--- src/rtl/snake_move_ctrl_if.sv ---
// rtl/snake_move_ctrl_if.sv - keyboard and renderer read-port bundle for snake_move_ctrl
//
// Purpose: groups the key strobe and the segment read port.
// Ports:
//   key_code/key_valid  keyboard code and its one-cycle qualifier
//   rd_idx              segment index requested by the renderer (0 = head)
//   rd_x/rd_y/rd_valid  registered read data for rd_idx
// Modports: master = keyboard/renderer side, slave = snake_move_ctrl.
interface snake_move_ctrl_if #(
  parameter int IW = 6
);
  logic [7:0]    key_code;
  logic          key_valid;
  logic [IW-1:0] rd_idx;
  logic [5:0]    rd_x;
  logic [5:0]    rd_y;
  logic          rd_valid;

  modport master (
    output key_code, key_valid, rd_idx,
    input  rd_x, rd_y, rd_valid
  );

  modport slave (
    input  key_code, key_valid, rd_idx,
    output rd_x, rd_y, rd_valid
  );
endinterface

--- src/rtl/snake_move_ctrl.sv ---
// rtl/snake_move_ctrl.sv - snake body store and movement tick sequencer
//
// Purpose: keeps the snake segments in a circular buffer, advances the head one
// cell per movement tick, filters direction keys and checks wall/self collisions.
// Ports:
//   CLOCK_50, RESET_N     clock, asynchronous active-low reset
//   bus (slave)           key input and registered segment read port
//   pause                 freezes the tick counter
//   food_x, food_y        current food cell
//   head_x, head_y        current head cell
//   length                segment count, 1..MAX_LEN
//   food_eaten            one-cycle pulse on a commit onto food
//   game_over             sticky until reset
//   busy                  a move is being evaluated
module snake_move_ctrl #(
  parameter int MAX_LEN  = 64,
  parameter int GRID     = 50,
  parameter int TICK_DIV = 5_000_000,
  parameter int START_X  = 25,
  parameter int START_Y  = 25
) (
  input  logic                     CLOCK_50,
  input  logic                     RESET_N,
  snake_move_ctrl_if.slave         bus,
  input  logic                     pause,
  input  logic [5:0]               food_x,
  input  logic [5:0]               food_y,
  output logic [5:0]               head_x,
  output logic [5:0]               head_y,
  output logic [$clog2(MAX_LEN):0] length,
  output logic                     food_eaten,
  output logic                     game_over,
  output logic                     busy
);
  localparam int IW = $clog2(MAX_LEN);
  localparam int TW = (TICK_DIV > 1) ? $clog2(TICK_DIV) : 1;
  localparam logic [IW:0]   MAX_L      = (IW+1)'(MAX_LEN);
  localparam logic [IW:0]   ONE_L      = (IW+1)'(1);
  localparam logic [TW-1:0] TICK_LAST  = TW'(TICK_DIV - 1);
  localparam logic [5:0]    EDGE       = 6'(GRID - 1);
  localparam logic [11:0]   START_CELL = {6'(START_X), 6'(START_Y)};

  typedef enum logic [2:0] {S_IDLE, S_NEXT, S_SCAN, S_COMMIT, S_OVER} state_t;
  state_t state, state_nx;

  logic [11:0]   body [MAX_LEN];
  logic [IW-1:0] hp, k, scan_idx, rd_ptr, hp_inc;
  logic [IW:0]   len_r;
  logic [1:0]    cur_dir, pending_dir, dir;
  logic [5:0]    nx, ny, cx, cy;
  logic          grow, wall, tick_pend, tick_clr, tick_term;
  logic [TW-1:0] tick_cnt;
  logic          key_ok, scan_last, scan_skip, scan_hit;
  logic [1:0]    key_dir;

  assign head_x    = body[hp][11:6];
  assign head_y    = body[hp][5:0];
  assign length    = len_r;
  assign game_over = (state == S_OVER);
  assign busy      = (state != S_IDLE) && (state != S_OVER);
  assign hp_inc    = hp + IW'(1);
  assign rd_ptr    = hp - bus.rd_idx;
  assign tick_term = !pause && (state != S_OVER) && (tick_cnt == TICK_LAST);

  // Candidate head cell; the wall test looks at the current head so the
  // 6-bit step never wraps into the store.
  always_comb begin
    cx   = head_x;
    cy   = head_y;
    wall = 1'b0;
    case (pending_dir)
      2'b00: begin wall = (head_y == 6'd0); cy = head_y - 6'd1; end
      2'b01: begin wall = (head_x == EDGE); cx = head_x + 6'd1; end
      2'b11: begin wall = (head_y == EDGE); cy = head_y + 6'd1; end
      default: begin wall = (head_x == 6'd0); cx = head_x - 6'd1; end
    endcase
  end

  always_comb begin
    key_ok  = 1'b1;
    key_dir = 2'b00;
    case (bus.key_code)
      8'd117: key_dir = 2'b00;
      8'd116: key_dir = 2'b01;
      8'd114: key_dir = 2'b11;
      8'd107: key_dir = 2'b10;
      default: key_ok = 1'b0;
    endcase
  end

  // The tail cell vacates on a non-growing move, and also when full since
  // growth is capped and the oldest entry is overwritten.
  assign scan_idx  = hp - k;
  assign scan_last = ({1'b0, k} == (len_r - ONE_L));
  assign scan_skip = scan_last && (!grow || (len_r == MAX_L));
  assign scan_hit  = (body[scan_idx] == {nx, ny}) && !scan_skip;

  always_ff @(posedge CLOCK_50 or negedge RESET_N) begin
    if (!RESET_N) state <= S_IDLE;
    else          state <= state_nx;
  end

  always_comb begin
    state_nx = state;
    tick_clr = 1'b0;
    case (state)
      S_IDLE: if (tick_pend) begin
        tick_clr = 1'b1;
        state_nx = S_NEXT;
      end
      S_NEXT:   state_nx = wall ? S_OVER : S_SCAN;
      S_SCAN: begin
        if (scan_hit)       state_nx = S_OVER;
        else if (scan_last) state_nx = S_COMMIT;
      end
      S_COMMIT: state_nx = S_IDLE;
      S_OVER:   state_nx = S_OVER;
      default:  state_nx = S_IDLE;
    endcase
  end

  always_ff @(posedge CLOCK_50 or negedge RESET_N) begin
    if (!RESET_N) begin
      for (int i = 0; i < MAX_LEN; i++) body[i] <= (i == 0) ? START_CELL : 12'd0;
      hp           <= '0;
      len_r        <= ONE_L;
      cur_dir      <= 2'b00;
      pending_dir  <= 2'b00;
      dir          <= 2'b00;
      nx           <= '0;
      ny           <= '0;
      grow         <= 1'b0;
      k            <= '0;
      tick_cnt     <= '0;
      tick_pend    <= 1'b0;
      food_eaten   <= 1'b0;
      bus.rd_x     <= '0;
      bus.rd_y     <= '0;
      bus.rd_valid <= 1'b0;
    end else begin
      if (!pause && state != S_OVER)
        tick_cnt <= tick_term ? '0 : tick_cnt + TW'(1);
      // A tick landing on the clear cycle still counts as pending.
      if (tick_term)     tick_pend <= 1'b1;
      else if (tick_clr) tick_pend <= 1'b0;

      if (bus.key_valid && key_ok && state != S_OVER && key_dir != ~cur_dir)
        pending_dir <= key_dir;

      if (state == S_NEXT) begin
        dir  <= pending_dir;
        nx   <= cx;
        ny   <= cy;
        grow <= ({cx, cy} == {food_x, food_y});
        k    <= '0;
      end
      if (state == S_SCAN) k <= k + IW'(1);
      if (state == S_COMMIT) begin
        hp           <= hp_inc;
        body[hp_inc] <= {nx, ny};
        cur_dir      <= dir;
        if (grow && len_r != MAX_L) len_r <= len_r + ONE_L;
      end
      food_eaten <= (state == S_COMMIT) && grow;

      bus.rd_x     <= body[rd_ptr][11:6];
      bus.rd_y     <= body[rd_ptr][5:0];
      bus.rd_valid <= ({1'b0, bus.rd_idx} < len_r);
    end
  end
endmodule

--- src/flat_wrapper.sv ---
// flat-port wrapper written by rule: the top's interface ports become plain ports
module snake_move_ctrl_flat 
#(
  parameter int MAX_LEN  = 64,
  parameter int GRID     = 50,
  parameter int TICK_DIV = 5_000_000,
  parameter int START_X  = 25,
  parameter int START_Y  = 25
)
  (CLOCK_50, RESET_N, pause, food_x, food_y, head_x, head_y, length, food_eaten, game_over, busy, bus_key_code, bus_key_valid, bus_rd_idx, bus_rd_x, bus_rd_y, bus_rd_valid);
  snake_move_ctrl_if #(.IW(6)) bus_i ();
  input  logic CLOCK_50;
  input  logic RESET_N;
  input  logic pause;
  input  logic [5:0] food_x;
  input  logic [5:0] food_y;
  output logic [5:0] head_x;
  output logic [5:0] head_y;
  output logic [$clog2(MAX_LEN):0] length;
  output logic food_eaten;
  output logic game_over;
  output logic busy;
  input wire logic [$bits(bus_i.key_code)-1:0] bus_key_code;
  input wire logic [$bits(bus_i.key_valid)-1:0] bus_key_valid;
  input wire logic [$bits(bus_i.rd_idx)-1:0] bus_rd_idx;
  output wire logic [$bits(bus_i.rd_x)-1:0] bus_rd_x;
  output wire logic [$bits(bus_i.rd_y)-1:0] bus_rd_y;
  output wire logic [$bits(bus_i.rd_valid)-1:0] bus_rd_valid;
  assign bus_i.key_code = bus_key_code;
  assign bus_i.key_valid = bus_key_valid;
  assign bus_i.rd_idx = bus_rd_idx;
  assign bus_rd_x = bus_i.rd_x;
  assign bus_rd_y = bus_i.rd_y;
  assign bus_rd_valid = bus_i.rd_valid;
  snake_move_ctrl #(.MAX_LEN(MAX_LEN), .GRID(GRID), .TICK_DIV(TICK_DIV), .START_X(START_X), .START_Y(START_Y)) u_core (.CLOCK_50(CLOCK_50), .RESET_N(RESET_N), .bus(bus_i), .pause(pause), .food_x(food_x), .food_y(food_y), .head_x(head_x), .head_y(head_y), .length(length), .food_eaten(food_eaten), .game_over(game_over), .busy(busy));
endmodule
--- config.mk ---
export PLATFORM = sky130hd
export DESIGN_NAME = snake_move_ctrl_flat
export DESIGN_NICKNAME = d
export VERILOG_FILES = /design/src/rtl/snake_move_ctrl_if.sv /design/src/rtl/snake_move_ctrl.sv /design/src/flat_wrapper.sv
export SDC_FILE = /design/constraint.sdc
export NUM_CORES = 2
export LEC_CHECK = 0
export ABC_CLOCK_PERIOD_IN_PS = 4900
export CAP_MARGIN = 20
export CORE_MARGIN = 10
export CORE_UTILIZATION = 30
export CTS_BUF_LIST = sky130_fd_sc_hd__clkbuf_16
export DETAILED_ROUTE_END_ITERATION = 10
export PLACE_DENSITY = 0.58
export SLEW_MARGIN = 20
export SYNTH_ARGS = -nofsm -noshare
export SYNTH_HDL_FRONTEND = slang
export SYNTH_SLANG_ARGS = --single-unit
--- constraint.sdc ---
create_clock -name CLOCK_50 -period 4.9 [get_ports CLOCK_50]
set_clock_uncertainty 0.2 [all_clocks]
set_input_delay 0.735 -clock CLOCK_50 [delete_from_list [all_inputs] [get_ports CLOCK_50]]
set_output_delay 0.735 -clock CLOCK_50 [all_outputs]
set_load 0.02 [all_outputs]
* Word level (Yosys, flattened, before mapping)
Index checks and enable logic that the tools add are counted.
Operators by class: $add $sub $neg 11, magnitude comparators 6, eq/ne operators 22, muxes and demuxes 29, bitwise gates (word level) 5, reduce and logical (&&, ||, !) cells 26
Operator list (count):
- 768-bit bitwise mux | 1
- 12-bit binary-select mux with 6-bit select | 3
- 12-bit 2-to-1 mux | 7
- 12-bit demux with 6-bit select | 1
- 8-bit by 7-bit equality test with 1-bit output, second input constant | 4
- 7-bit greater-or-equal comparator, second input constant | 4
- 6-bit inverter with 7-bit output | 4
- 6-bit by 1-bit adder with 6-bit output, second input constant | 4
- 12-bit equality test | 2
- 6-bit case mux with 2 select lines | 2
- 23-bit by 1-bit adder with 23-bit output, second input constant | 1
- 23-bit equality test, second input constant | 1
- 23-bit 2-to-1 mux | 1
- 6-bit equality test, second input constant | 2
- 6-bit logical NOT | 2
- 3-bit 2-to-1 mux | 4
- 6-bit 2-to-1 mux | 2
- 3-bit case mux with 4 select lines | 1
- 6-bit by 1-bit subtractor with 6-bit output, second input constant | 2
- 6-bit subtractor | 2
- 1-bit logical AND | 11
- 7-bit by 1-bit adder with 7-bit output, second input constant | 1
- 6-bit by 7-bit equality test with 1-bit output | 1
- 7-bit equality test, second input constant | 1
- other kinds (26) | 35
Word-level totals: register bits after elaboration 847, bits of input ports 30, output and inout port bits 35, logic and storage cells 179

* Logic depth before layout (Yosys ltp)
word-level depth 9, mapped depth 23, gate-level depth less buffers 19

* Least setup slack after synthesis
OpenSTA, ideal clock, no wires.
kind register to register, start register u_core.hp[3], end register u_core.grow, library setup time 0.092 ns, data arrival time 4.509 ns, data required time 4.608 ns, slack 0.099 ns, cell stages (with the launch flop) 20, path buffers 3, clock period less this slack 4.801 ns, cell sequence dfrtp_1 buf_2 clkinv_1 buf_2 clkbuf_1 nand2_1 o22ai_1 nor2_1 o32ai_1 inv_1 fa_1 nor2b_1 o21ai_0 nand2_1 xor2_1 xor2_1 o31a_1 nor4_2 o311ai_1 o31ai_2
On the way: word-level cells in the longest chain between the ends 7, elaborated cells on any way between the ends 11, those cells by class add/sub: 4; eq/ne: 1; mux: 5; bitwise: 1
RTL lines:
- from (decl) | line snake_move_ctrl.sv:47 | logic [IW-1:0] hp, k, scan_idx, rd_ptr, hp_inc;
- from (signal assigned) | line snake_move_ctrl.sv:159 | hp <= hp_inc;
- 6-bit inverter with 7-bit output (implied by the code) (*) | line snake_move_ctrl.sv:56 | assign head_x = body[hp][11:6];
- 12-bit binary-select mux with 6-bit select (*) | line snake_move_ctrl.sv:56
- 12-bit 2-to-1 mux (implied by the code) (*) (2 in a row) | line snake_move_ctrl.sv:56
- named net head_x[1] | line flat_wrapper.sv:17 | output logic [5:0] head_x;
- 6-bit by 1-bit subtractor with 6-bit output / 6-bit by 1-bit adder with 6-bit output (equally long branches) | line snake_move_ctrl.sv:75, snake_move_ctrl.sv:73
- 6-bit case mux with 2 select lines (*) | line snake_move_ctrl.sv:71 | case (pending_dir)
- 12-bit equality test (*) | line snake_move_ctrl.sv:154 | grow <= ({cx, cy} == {food_x, food_y});
- to (signal assigned) | line snake_move_ctrl.sv:154
- to (decl) | line snake_move_ctrl.sv:51 | logic grow, wall, tick_pend, tick_clr, tick_term;
Mark *: on every way through the listed nets, which the timed path passes. The rest lies on a longest branch. The select of a mux whose other input is x is not followed. A chain may end at the register's enable or synchronous reset.

* Final worst setup path
start register u_core.hp[0], end register u_core.state[0]
On the way: word-level cells in the longest chain between the ends 9, elaborated cells on any way between the ends 11, those cells by class add/sub: 1; eq/ne: 2; mux: 5; bitwise: 1; reduce/logical: 2
RTL lines:
- 6-bit subtractor (*) | line snake_move_ctrl.sv:93 | assign scan_idx = hp - k;
- 6-bit inverter with 7-bit output (implied by the code) (*) | line snake_move_ctrl.sv:96 | assign scan_hit = (body[scan_idx] == {nx, ny}) && !scan_skip;
- 12-bit binary-select mux with 6-bit select (*) | line snake_move_ctrl.sv:96
- 12-bit 2-to-1 mux (implied by the code) (*) (2 in a row) | line snake_move_ctrl.sv:96
- 12-bit equality test (*) | line snake_move_ctrl.sv:96
- 1-bit logical AND (*) | line snake_move_ctrl.sv:96
- 3-bit 2-to-1 mux / 3-bit by 1-bit inequality test with 1-bit output (equally long branches)
- 3-bit case mux with 4 select lines / 2-bit AND reduction (equally long branches)
- to (signal assigned) | line snake_move_ctrl.sv:100 | else state <= state_nx;
- to (decl) | line snake_move_ctrl.sv:44 | state_t state, state_nx;
Every way passes the cells marked *; elsewhere a longest branch is shown, timed or not. The select of a mux whose other input is x is not followed.

==> impl_metrics.tcl <==
set metrics [dict create \
    period_share 0.987 \
    async_reset_ff_frac 1.00 \
    grt_first_pass_wirelength_um 274000 \
    syn-num-nets 3752 \
    max_stage_delay_ps 860 \
    numCtsBuffers 99 \
    setup.worst_path.end_class "register" \
    r2r-start "u_core.hp[0]" \
    rsz0062_at_grt "yes" \
    placementRows 153 \
    drive_above_1_share 0.498 \
    ys_ff_latch 847 \
    total_power_mw 14.9 \
    drt_wl_total_um 190000 \
    tightest_slew_ps 1130 \
    fin_crit_ps 4830 \
    die_area_um2 193000 \
    startpoint_type "register" \
    hold_class "reg2reg" \
    syn_inst 3686 \
    io_pins 65 \
    ir_worst_vdd_mv 0.246 \
    crit_arrival_ps 5240 \
    final_common_cell "dfrtp_1" \
    synth_edf_count 0 \
    power_density_nw_per_um2 242 \
    synthDominantCellAreaShare 0.398 \
    cts_tree "built" \
    cp.required_ps 5310 \
    seq_area_frac_synth 0.402 \
    synth_top_area_cell "dfrtp_1" \
    ff2ff_path_depth 16 \
    stdcell_count 6239 \
    place_hpwl_um 125000 \
    cp_max_fo 17 \
    drtIter0Drc 4157 \
    start_util 0.303 \
    overflow 0 \
    portBuffers 64 \
    grt.total_usage 0.191 \
    worstSkewPairLatency_ps 720 \
    status "complete, no violations" \
    core_area_um2 174000 \
    setup-tns-final_ps 0 \
    slew_violations 0 \
    crit_chain "inv_1 > ha_4 > fa_4 > buf_12 > buf_6 > mux4_2 > mux2_2 > o211ai_1 > o211ai_1 > buf_4 > and3_1 > o22a_1 > nand4_1 > nor4_2 > buf_4 > o31ai_1" \
    min_to "u_core.cur_dir[1]" \
    die_x_um 440 \
    synth.avg_cell_area_um2 14.3 \
    first_pass_iters 5 \
    path_delay_family "adder cells" \
    hold_violations 0 \
    routedWlPerCell_um 30.4 \
    setup_viol 0 \
    area_growth_pct 16.5 \
    die_h_um 440 \
    cts_buffer_depth 3 \
    yosysWarnings 0 \
    ant_nets 0 \
    worst_hold_slack_ps 279 \
    clk_pin_slew_ps 60 \
    htreeDepth 3 \
    rrSetupSlack_ps 70 \
    p_leak_nw 26.2 \
    slew_headroom 0.244 \
    crit_type "reg2reg" \
    clock_sinks 847 \
    cp_slowest_cell "fa_4" \
    whs_path_depth 2 \
    synth_area_um2 52800 \
    grt_pass1_vias 37185 \
    vias 37093 \
    synth_cell_types 78 \
    grt_max_degree 163 \
    final_cell_mix "dfrtp_1 (824), mux2_2 (791), mux4_2 (597)" \
    reg2reg_to "u_core.state[0]" \
    antenna_found_initial 5 \
    final_nets 3894 \
    dp_cells 6039 \
    root_buffer "clkbuf_16" \
    critPathBufInv 5 \
    vias_per_cell 5.95 \
    max-cap-violations 0 \
    synthTopCellsByArea "dfrtp_1 (40%), mux4_2 (25%), mux2_2 (17%), mux2i_1 (3.3%), clkbuf_1 (1.4%)" \
    min-delay-start "u_core.dir[1]" \
    synth-main-ff-cell "dfrtp_1" \
    drc 0 \
    fmax_mhz 207 \
    place_congestion 0.904 \
    num-fill-cells 16694 \
]
cells by family (layout without fill, tap and decap cells):
| family | count (synthesis) | in the layout | share of synthesized area |
|---|---|---|---|
| other | 0 | 3 | 0 |
| XOR/XNOR | 93 | 93 | 0.0157 |
| multiplexers | 1575 | 1575 | 0.461 |
| flip-flops | 847 | 847 | 0.402 |
| buffers and inverters | 407 | 632 | 0.0353 |
| AND/OR/NAND/NOR | 423 | 423 | 0.0380 |
| AO/OA/AOI/OAI | 305 | 305 | 0.0397 |
| adder cells (fa/ha/maj) | 36 | 36 | 0.00910 |
state kept, by name, summed over array words and instances, names as in the netlist:
register and flops:
u_core.grow 1, u_core.length 7, u_core.bus.rd_x 6, u_core.ny 6
u_core.hp 6, u_core.tick_cnt 23, u_core.dir 2, u_core.nx 6
u_core.body 768, u_core.bus.rd_y 6, u_core.bus.rd_valid 1, u_core.food_eaten 1
u_core.k 6, u_core.pending_dir 2, u_core.cur_dir 2, u_core.tick_pend 1
u_core.state 3
cells in the mapped netlist, types with 7 or more instances:
| cell type | number |
|---|---|
| nand2_1 | 120 |
| o22ai_1 | 17 |
| buf_4 | 17 |
| buf_2 | 107 |
| a22oi_1 | 26 |
| inv_1 | 42 |
| buf_1 | 27 |
| mux4_2 | 597 |
| nor3_1 | 31 |
| nor2_1 | 116 |
| ha_1 | 32 |
| xnor2_1 | 63 |
| a22o_1 | 7 |
| and3_1 | 14 |
| and2_1 | 10 |
| buf_6 | 12 |
| o21ai_0 | 49 |
| nand4_1 | 13 |
| mux2_2 | 791 |
| nand3_1 | 49 |
| o221ai_1 | 39 |
| a211oi_1 | 17 |
| o211ai_1 | 27 |
| a21o_1 | 9 |
| dfrtp_1 | 840 |
| nor2b_1 | 24 |
| mux2i_1 | 176 |
| dfstp_2 | 7 |
| clkbuf_1 | 195 |
| a21oi_1 | 68 |
| xor2_1 | 29 |
timing repair:
item,4_1_cts,5_1_grt
gates resized for setup,31,30
hold buffers,1,0
cloned,2,4
hold endpoints to repair,33,0
pin swaps,0,6
buffers inserted,1,5
endpoints found under the setup margin,10,9
power breakdown:
group	internal, mW	total [mW]	switching [mW]	leakage [nW]
Sequential	7.01	7.02	0.0152	11.7
Clock	3.97	7.19	3.21	1.60
Combinational	0.268	0.709	0.440	12.9
Total	11.2	14.9	3.67	26.2
tightest hold or removal path: stages (launching register included):
cell and delay (ps):
dfrtp_1 350, nand2_1 50, nand2_1 50
layer usage:
| metal | wire length (µm) | vias to the layer above | track usage |
|---|---|---|---|
| met4 | 9960 | 4 | 0.0906 |
| met3 | 19700 | 425 | 0.0551 |
| met2 | 83500 | 2069 | 0.283 |
| met5 | 21 | - | 0 |
| li1 | - | 14781 | - |
| met1 | 76700 | 19814 | 0.255 |
cell type report:
| cell class | instances | area, µm² | share of cell area |
|---|---|---|---|
| multi-input combinational | 2432 | 30000 | 0.488 |
| clock buffer | 100 | 2500 | 0.0407 |
| antenna | 3 | 7.51 | 0.000122 |
| timing repair buffer | 402 | 4090 | 0.0665 |
| clock inverter | 84 | 592 | 0.00962 |
| sequential | 847 | 21200 | 0.345 |
| tap | 2325 | 2910 | 0.0473 |
| inverter | 46 | 173 | 0.00281 |
stage by stage:
stage	worst slack (ps)	area (µm²)	util
after floorplan	99.3	52800	-
after global placement	65.0	58000	0.333
after detailed placement	102	58000	0.333
after CTS	-0.000888	61300	0.351
after global routing	-2.00	61500	0.353
final	65.8	61600	0.353
worst max path at each step:
stage	to	slack (ps)	from	cells past startpoint
after global routing	u_core.state[0]	-2	u_core.hp[0]	16
final	u_core.state[0]	70	u_core.hp[0]	16
after CTS	head_y[5]	-0.0009	u_core.hp[0]	12
after floorplan	u_core.grow	100	u_core.hp[3]	19
after detailed placement	u_core.bus.rd_x[4]	100	bus_rd_idx[0]	11
after global placement	u_core.grow	60	u_core.hp[0]	17
Note: power is estimated with default switching activity, not from simulation.
